## src/rtl/rv_encode_pkg.sv

```systemverilog
// Shared RV32I encoding constants and types for the instruction encoder and control unit.
package rv_encode_pkg;

    localparam logic [6:0] OP_IMM    = 7'b0010011;
    localparam logic [6:0] OP_BRANCH = 7'b1100011;
    localparam logic [2:0] F3_ADDI   = 3'b000;
    localparam logic [2:0] F3_BNE    = 3'b001;

    localparam int unsigned IMM_W = 13;
    localparam int unsigned REG_W = 5;
    localparam int unsigned WORD_W = 32;

    typedef enum logic [1:0] {
        KIND_ADDI = 2'b00,
        KIND_BNE  = 2'b01,
        KIND_END  = 2'b10,
        KIND_RSVD = 2'b11
    } cmd_kind_e;

    typedef enum logic [1:0] {
        ST_IDLE,
        ST_WRITE,
        ST_DONE,
        ST_ERROR
    } state_e;

    // Symbolic command as accepted over the handshake
    typedef struct packed {
        cmd_kind_e         kind;
        logic [REG_W-1:0]  rd;
        logic [REG_W-1:0]  rs1;
        logic [REG_W-1:0]  rs2;
        logic [IMM_W-1:0]  imm;
    } cmd_t;

endpackage

```

## src/rtl/instr_pack.sv

```systemverilog
// Combinational packer: symbolic command to RV32I word, flagging out-of-range or reserved commands.
module instr_pack
    import rv_encode_pkg::*;
(
    input  cmd_t              cmd_i,
    output logic [WORD_W-1:0] word_o,
    output logic              range_fault_o
);

    always_comb begin
        word_o        = '0;
        range_fault_o = 1'b0;
        case (cmd_i.kind)
            KIND_ADDI: begin
                word_o = {cmd_i.imm[11:0], cmd_i.rs1, F3_ADDI, cmd_i.rd, OP_IMM};
                // 12-bit signed range holds only when the top two imm bits agree
                range_fault_o = cmd_i.imm[12] ^ cmd_i.imm[11];
            end
            KIND_BNE: begin
                word_o = {cmd_i.imm[12], cmd_i.imm[10:5], cmd_i.rs2, cmd_i.rs1, F3_BNE,
                          cmd_i.imm[4:1], cmd_i.imm[11], OP_BRANCH};
                // 13-bit field already bounds the range; only odd offsets are illegal
                range_fault_o = cmd_i.imm[0];
            end
            KIND_END: begin
                range_fault_o = 1'b0;
            end
            default: begin
                range_fault_o = 1'b1;
            end
        endcase
    end

endmodule

```

## src/rtl/instr_encoder.sv

```systemverilog
// Program loader: accepts symbolic commands, encodes them and writes consecutive
// instruction-memory words starting at BASE_ADDR.
module instr_encoder
    import rv_encode_pkg::*;
#(
    parameter int unsigned DATA_WIDTH = 32,
    parameter int unsigned ADDR_WIDTH = 8,
    parameter int unsigned BASE_ADDR  = 0
) (
    input  logic                  clk,
    input  logic                  rst,
    input  logic                  cmd_valid,
    output logic                  cmd_ready,
    input  logic [1:0]            cmd_kind,
    input  logic [4:0]            cmd_rd,
    input  logic [4:0]            cmd_rs1,
    input  logic [4:0]            cmd_rs2,
    input  logic [12:0]           cmd_imm,
    output logic                  mem_we,
    output logic [ADDR_WIDTH-1:0] mem_addr,
    output logic [DATA_WIDTH-1:0] mem_wdata,
    output logic [ADDR_WIDTH-1:0] count,
    output logic                  done,
    output logic                  err
);

    localparam int unsigned         CAPACITY = 1 << (ADDR_WIDTH - 2);
    localparam logic [ADDR_WIDTH-1:0] CAP_CNT  = ADDR_WIDTH'(CAPACITY);
    localparam logic [ADDR_WIDTH-1:0] BASE     = ADDR_WIDTH'(BASE_ADDR);

    state_e                  state_q, state_d;
    logic [ADDR_WIDTH-1:0]   ptr_q, ptr_d;
    logic [ADDR_WIDTH-1:0]   count_q, count_d;
    logic [ADDR_WIDTH-1:0]   addr_q, addr_d;
    logic [DATA_WIDTH-1:0]   wdata_q, wdata_d;
    logic                    ready_q, ready_d;
    logic                    we_q, we_d;
    logic                    done_q, done_d;
    logic                    err_q, err_d;

    cmd_t                    cmd;
    logic [WORD_W-1:0]       packed_word;
    logic                    range_fault;
    logic                    is_write;
    logic                    full;

    always_comb begin
        cmd.kind = cmd_kind_e'(cmd_kind);
        cmd.rd   = cmd_rd;
        cmd.rs1  = cmd_rs1;
        cmd.rs2  = cmd_rs2;
        cmd.imm  = cmd_imm;
    end

    instr_pack u_pack (
        .cmd_i         (cmd),
        .word_o        (packed_word),
        .range_fault_o (range_fault)
    );

    assign is_write = (cmd.kind == KIND_ADDI) || (cmd.kind == KIND_BNE);
    assign full     = (count_q == CAP_CNT);

    // Next-state, pointer/count update and registered-output staging
    always_comb begin
        state_d = state_q;
        ptr_d   = ptr_q;
        count_d = count_q;
        addr_d  = addr_q;
        wdata_d = wdata_q;
        case (state_q)
            ST_IDLE: begin
                if (cmd_valid) begin
                    if (range_fault || (is_write && full)) begin
                        state_d = ST_ERROR;
                    end else if (cmd.kind == KIND_END) begin
                        state_d = ST_DONE;
                    end else begin
                        state_d = ST_WRITE;
                        addr_d  = ptr_q;
                        wdata_d = DATA_WIDTH'(packed_word);
                    end
                end
            end
            ST_WRITE: begin
                ptr_d   = ptr_q + ADDR_WIDTH'(4);
                if (count_q != CAP_CNT) begin
                    count_d = count_q + ADDR_WIDTH'(1);
                end
                state_d = ST_IDLE;
            end
            ST_DONE:  state_d = ST_DONE;
            ST_ERROR: state_d = ST_ERROR;
            default:  state_d = ST_IDLE;
        endcase
        ready_d = (state_d == ST_IDLE);
        we_d    = (state_d == ST_WRITE);
        done_d  = (state_d == ST_DONE);
        err_d   = (state_d == ST_ERROR);
    end

    always_ff @(posedge clk) begin
        if (rst) begin
            state_q <= ST_IDLE;
            ptr_q   <= BASE;
            count_q <= '0;
            addr_q  <= BASE;
            wdata_q <= '0;
            ready_q <= 1'b1;
            we_q    <= 1'b0;
            done_q  <= 1'b0;
            err_q   <= 1'b0;
        end else begin
            state_q <= state_d;
            ptr_q   <= ptr_d;
            count_q <= count_d;
            addr_q  <= addr_d;
            wdata_q <= wdata_d;
            ready_q <= ready_d;
            we_q    <= we_d;
            done_q  <= done_d;
            err_q   <= err_d;
        end
    end

    assign cmd_ready = ready_q;
    assign mem_we    = we_q;
    assign mem_addr  = addr_q;
    assign mem_wdata = wdata_q;
    assign count     = count_q;
    assign done      = done_q;
    assign err       = err_q;

endmodule

```

## config.mk

```make
export PLATFORM = sky130hd
export DESIGN_NAME = instr_encoder
export DESIGN_NICKNAME = d
export VERILOG_FILES = /design/src/rtl/rv_encode_pkg.sv /design/src/rtl/instr_pack.sv /design/src/rtl/instr_encoder.sv
export SDC_FILE = /design/constraint.sdc
export NUM_CORES = 1
export LEC_CHECK = 0
export ABC_CLOCK_PERIOD_IN_PS = 1600
export CAP_MARGIN = 10
export CELL_PAD_IN_SITES_DETAIL_PLACEMENT = 0
export CELL_PAD_IN_SITES_GLOBAL_PLACEMENT = 1
export CORE_MARGIN = 2
export CORE_UTILIZATION = 32
export CTS_CLUSTER_DIAMETER = 120
export DETAILED_ROUTE_END_ITERATION = 12
export GPL_TIMING_DRIVEN = 0
export PLACE_DENSITY = 0.77
export SETUP_SLACK_MARGIN = 0.15
export SYNTH_ARGS = -nofsm -noshare
export SYNTH_HDL_FRONTEND = slang
export SYNTH_HIERARCHICAL = 1
export SYNTH_SLANG_ARGS = --single-unit
```

## constraint.sdc

```tcl
create_clock -name clk -period 1.6 [get_ports clk]
set_input_delay 0.32 -clock clk [delete_from_list [all_inputs] [get_ports clk]]
set_output_delay 0.32 -clock clk [all_outputs]
set_load 0.02 [all_outputs]
```

# Yosys cells after proc, flatten, opt, wreduce, memory -nomap -nowiden
# Index checks and enable logic that the tools add are counted.
[classes] bitwise=3 n_eq_ne=10 add_sub_neg=2 reduce_logical=8 n_mux=6
[ops] cell="32-bit case mux with 2 select lines" count=1
[ops] cell="2-bit equality test (second input constant)" count=5
[ops] cell="8-bit by 1-bit adder with 8-bit output (second input constant)" count=1
[ops] cell="8-bit by 3-bit adder with 8-bit output (second input constant)" count=1
[ops] cell="8-bit by 7-bit equality test with 1-bit output (second input constant)" count=1
[ops] cell="8-bit by 7-bit != test with 1-bit output (second input constant)" count=1
[ops] cell="2-bit case mux with 4 select lines" count=1
[ops] cell="2-bit by 1-bit equality test with 1-bit output (second input constant)" count=3
[ops] cell="2-bit zero test" count=3
[ops] cell="2-bit 2-to-1 mux" count=3
[ops] cell="4-bit AND reduction" count=1
[ops] cell="1-bit case mux with 3 select lines" count=1
[ops] cell="1-bit logical OR" count=2
[ops] cell="1-bit inverter" count=2
[ops] cell="2-bit AND reduction" count=1
[ops] cell="1-bit logical AND" count=1
[ops] cell="1-bit XOR" count=1
[word_totals] output_inout_bits=52 reg_bits=62

# Depth between registers and ports, before layout
[logic_depth] word_depth=8 ltp_mapped=10 ltp_nobuf=6

# Hierarchy
# Netlist, hierarchy kept.
[by_module_without_submodules] module="instr_encoder" n_inst=1 cells_each=260 area_each_um2=2565.0
[by_module_without_submodules] module="instr_pack" n_inst=1 cells_each=51 area_each_um2=366.6

# Worst setup path after synthesis
# OpenSTA, ideal clock, no wires.
[synth_path] path_kind="reg-to-reg" startpoint="register count_q[0], in the netlist count[0]" endpoint="register addr_q[2], in the netlist mem_addr[2]" path_slack_ns=-0.311 n_path_buf=2 stages_incl_launch_ff=9 t_arrival_ns=1.792 required_time_ns=1.480 path_cell_list="dfxtp_1 > inv_1 > ha_1 > or4b_4 > nor4_4 > nor3_1 > buf_6 > buf_6 > mux2i_1"
[synth_via] elab_chain_len=5
[synth_rtl] element="start, declared" line="instr_encoder.sv:33" source="logic [ADDR_WIDTH-1:0] count_q, count_d;"
[synth_rtl] element="start signal, assigned" line="instr_encoder.sv:116" source="count_q <= count_d;"
[synth_rtl] element="8-bit by 7-bit equality test with 1-bit output" line="instr_encoder.sv:62" source="assign full = (count_q == CAP_CNT);"
[synth_rtl] element="1-bit logical AND" line="instr_encoder.sv:74" source="if (range_fault || (is_write && full)) begin"
[synth_rtl] element="1-bit logical OR" line="instr_encoder.sv:74"
[synth_rtl] element="1-bit inverter (no source line)"
[synth_rtl] element="4-bit AND reduction (no source line)"
[synth_rtl] element="end signal, assigned" line="instr_encoder.sv:117" source="addr_q <= addr_d;"
[synth_rtl] element="end, declared" line="instr_encoder.sv:34" source="logic [ADDR_WIDTH-1:0] addr_q, addr_d;"
# Every way passes these cells.
# A chain may end at the register's enable or synchronous reset.

# Final worst setup path
[layout_path] startpoint="register count_q[0], in the netlist count[0]" endpoint="register addr_q[5], in the netlist mem_addr[5]"
# Same word-level chain as after synthesis.

==> run metrics <==
Total Power 3753 µW; TritonRoute pass-1 iters 4; startpoint types register; status complete, but fails checks; post-route clock period utilization 113.7%; R2R setup slack -0.22 ns; Layout Utilization 48.45%; H-tree depth 3; worst-path fanout max 5; Peak Freq 549.9 MHz; max-slew violations 0; Max Cap Viol 0; Die ar. 0.009943 mm²; Detail Placement HPWL 5.177 mm; Top Ports 85; skew final 0.005771 ns; Wirelength per Cell 13.72 µm; share of the synthesized area in the top cell type 39.61%; Max rail drop VDD 0.0005931 V; Post-Place Cells 504; global-route wire length before repair 12.08 mm; n_diodes 0; power per cell area 879.7 mW/mm²; count leader, synth nand2b_1; cell type with the largest total area after synthesis dfxtp_1; Die X 99.72 µm; top cells by area, synth dfxtp_1 40%, mux2i_1 17%, nand2b_1 17%; Gate Count Post-Synth 311; Worst Reg-to-Reg Cells 8; worst reg2reg path endpoint mem_addr[5]; Arr. time, crit path 2.05 ns; cts hold-fix bufs 0; Cell variety after synth 30; Synthesis Warnings 6; clock tree from TritonCTS yes; area grow syn2layout 45.54%; CP Capture Type register; met1 usage 20.32%; final hold violation count 0; Tot GR Track Use 15.46%; vias in the first global route 2474; FF+latch count, synth 58; Worst Hold Class reg2reg; CTS Sinks 58; Setup violations, final 42; post-synthesis area per instance 9.426 µm²; r2r startpoint count[0]; final WL 7.270 mm; deepest clock path buffer count 2; worst skew pair latency 0.34 ns; Core Rows 34; largest net degree at the start of global routing 13; met3 usage 3.865%; most frequent cells after synthesis 79 x nand2b_1, 58 x dfxtp_1, 51 x mux2i_1; initial antenna violation count 0; asr flop ratio synth 0%; RePlAce Congestion 0.7589; unrepaired setup endpoints after global routing yes; Congestion Overflow GR 0; routed via count 2390; Post-DRT Antenna Nets 0; most common flop cell mapped by yosys dfxtp_1; mapped cell area 0.002932 mm²; Iter 0 DRT Violations 52; sequential share of the synthesized area 39.61%; DR vias/cell 4.509; crit path to mem_addr[5]; initial core utilization 33.29%; Worst EP required 1.83 ns; TritonCTS Buffers 9; violated checks setup timing; Root Buffer Master clkbuf_8; post-layout min period 1.818 ns; Die Ht 99.72 µm; crit path launch count[0]; placeable core area 0.008806 mm²; Hold WS 0.4717 ns; DRC 0; Net count, final 453; met2 GRT Util 24.27%; layout cells sized above 1 15.64%; CTS clk-pin slew, worst paths 0.07 ns; Non-Filler Instances 530; Setup CP Type reg2reg; Port Buffer Count 81; Post-synth EDFFs 0; GRT busiest layer met2; setup ws final -0.2185 ns; Leakage 0.001833 µW
==> state kept, by name, summed over array words and instances, names as in the netlist <==
| register | flops |
|---|---|
| mem_addr | 6 |
| mem_we | 1 |
| count | 8 |
| mem_wdata | 32 |
| err | 1 |
| cmd_ready | 1 |
| done | 1 |
| state_q | 2 |
| ptr_q | 6 |
==> routing by layer <==
| layer | vias to the layer above | wire length (µm) |
|---|---|---|
| li1 | 1208 | - |
| met3 | 14 | 358 |
| met5 | - | 0 |
| met1 | 1102 | 3502 |
| met2 | 66 | 3264 |
| met4 | 0 | 145 |
==> cell usage in the layout (no fill, tap or decap), types with 3 or more instances in the layout <==
cell type	instances
nand2b_1	79
dfxtp_1	55
mux2i_1	51
dlygate4sd2_1	46
nor2_1	27
clkdlybuf4s50_1	27
buf_4	17
nor2b_1	14
clkbuf_8	12
clkbuf_1	9
xor2_1	9
nand4_1	6
nand2_1	6
conb_1	6
buf_12	5
clkbuf_2	5
inv_1	3
buf_6	3
and3_1	3
xnor2_1	3
==> where the power goes <==
group	switching, µW	internal, µW	leakage (µW)	total (µW)
Sequential	30.8	1490	0.000472	1520
Clock	601	1000	0.000119	1600
Combinational	290	338	0.00124	628
Total	922	2830	0.00183	3750
==> critical path, cell delays in order (launching register included) <==
cell,delay [ns]
dfxtp_4,0.35
inv_4,0.05
ha_4,0.11
or4b_4,0.48
nor4_4,0.19
nor3_2,0.09
buf_6,0.16
clkbuf_16,0.16
mux2i_1,0.11
==> worst min-delay path by stage <==
stage                        from            end  slack (ns)  depth (start not counted)
floorplan                ptr_q[7]    mem_addr[7]        0.46                          2
global placement    mem_wdata[29]  mem_wdata[29]        0.46                          2
detailed placement    mem_addr[3]    mem_addr[3]        0.47                          2
CTS                   mem_addr[3]    mem_addr[3]        0.48                          2
global route        mem_wdata[16]  mem_wdata[16]        0.48                          2
finish              mem_wdata[11]  mem_wdata[11]        0.47                          2
==> final cells by class <==
type	count	area, µm²
tap	108	135.1
multi-input combinational	224	1615
inverter	5	21.27
clock buffer	12	165.2
clock inverter	4	72.57
buffer	28	235.2
sequential	58	1167
fill	854	4539
timing repair buffer	91	854.6
==> repair_timing <==
item                                    in CTS  in global routing
gates resized for setup                     79                 14
pin swaps                                    6                  0
buffers inserted                             8                  0
gates cloned                                 1                  1
endpoints found under the setup margin     105                 61
==> cell families (layout without fill, tap and decap cells) <==
kind of cell	after synthesis	count (layout)	synth area share (%)
AO/OA/AOI/OAI	8	8	1.963
AND/OR/NAND/NOR	144	144	28.51
flip-flops	58	58	39.61
multiplexers	51	51	17.41
adder cells (fa/ha/maj)	3	3	1.281
XOR/XNOR	12	12	3.585
other	2	6	0.2562
buffers and inverters	33	140	7.383
==> metrics by stage <==
step                      area [µm²]  setup slack (ns)  setup TNS [ns]
after floorplan                 2964           -0.2385          -7.195
after global placement          3910            -1.149          -46.48
after detailed placement        3910            -1.165          -46.47
after CTS                       4248           -0.2050          -7.498
after global routing            4267           -0.3262          -11.68
final                           4267           -0.2185          -7.706
Power figures use the tool's default switching activity.
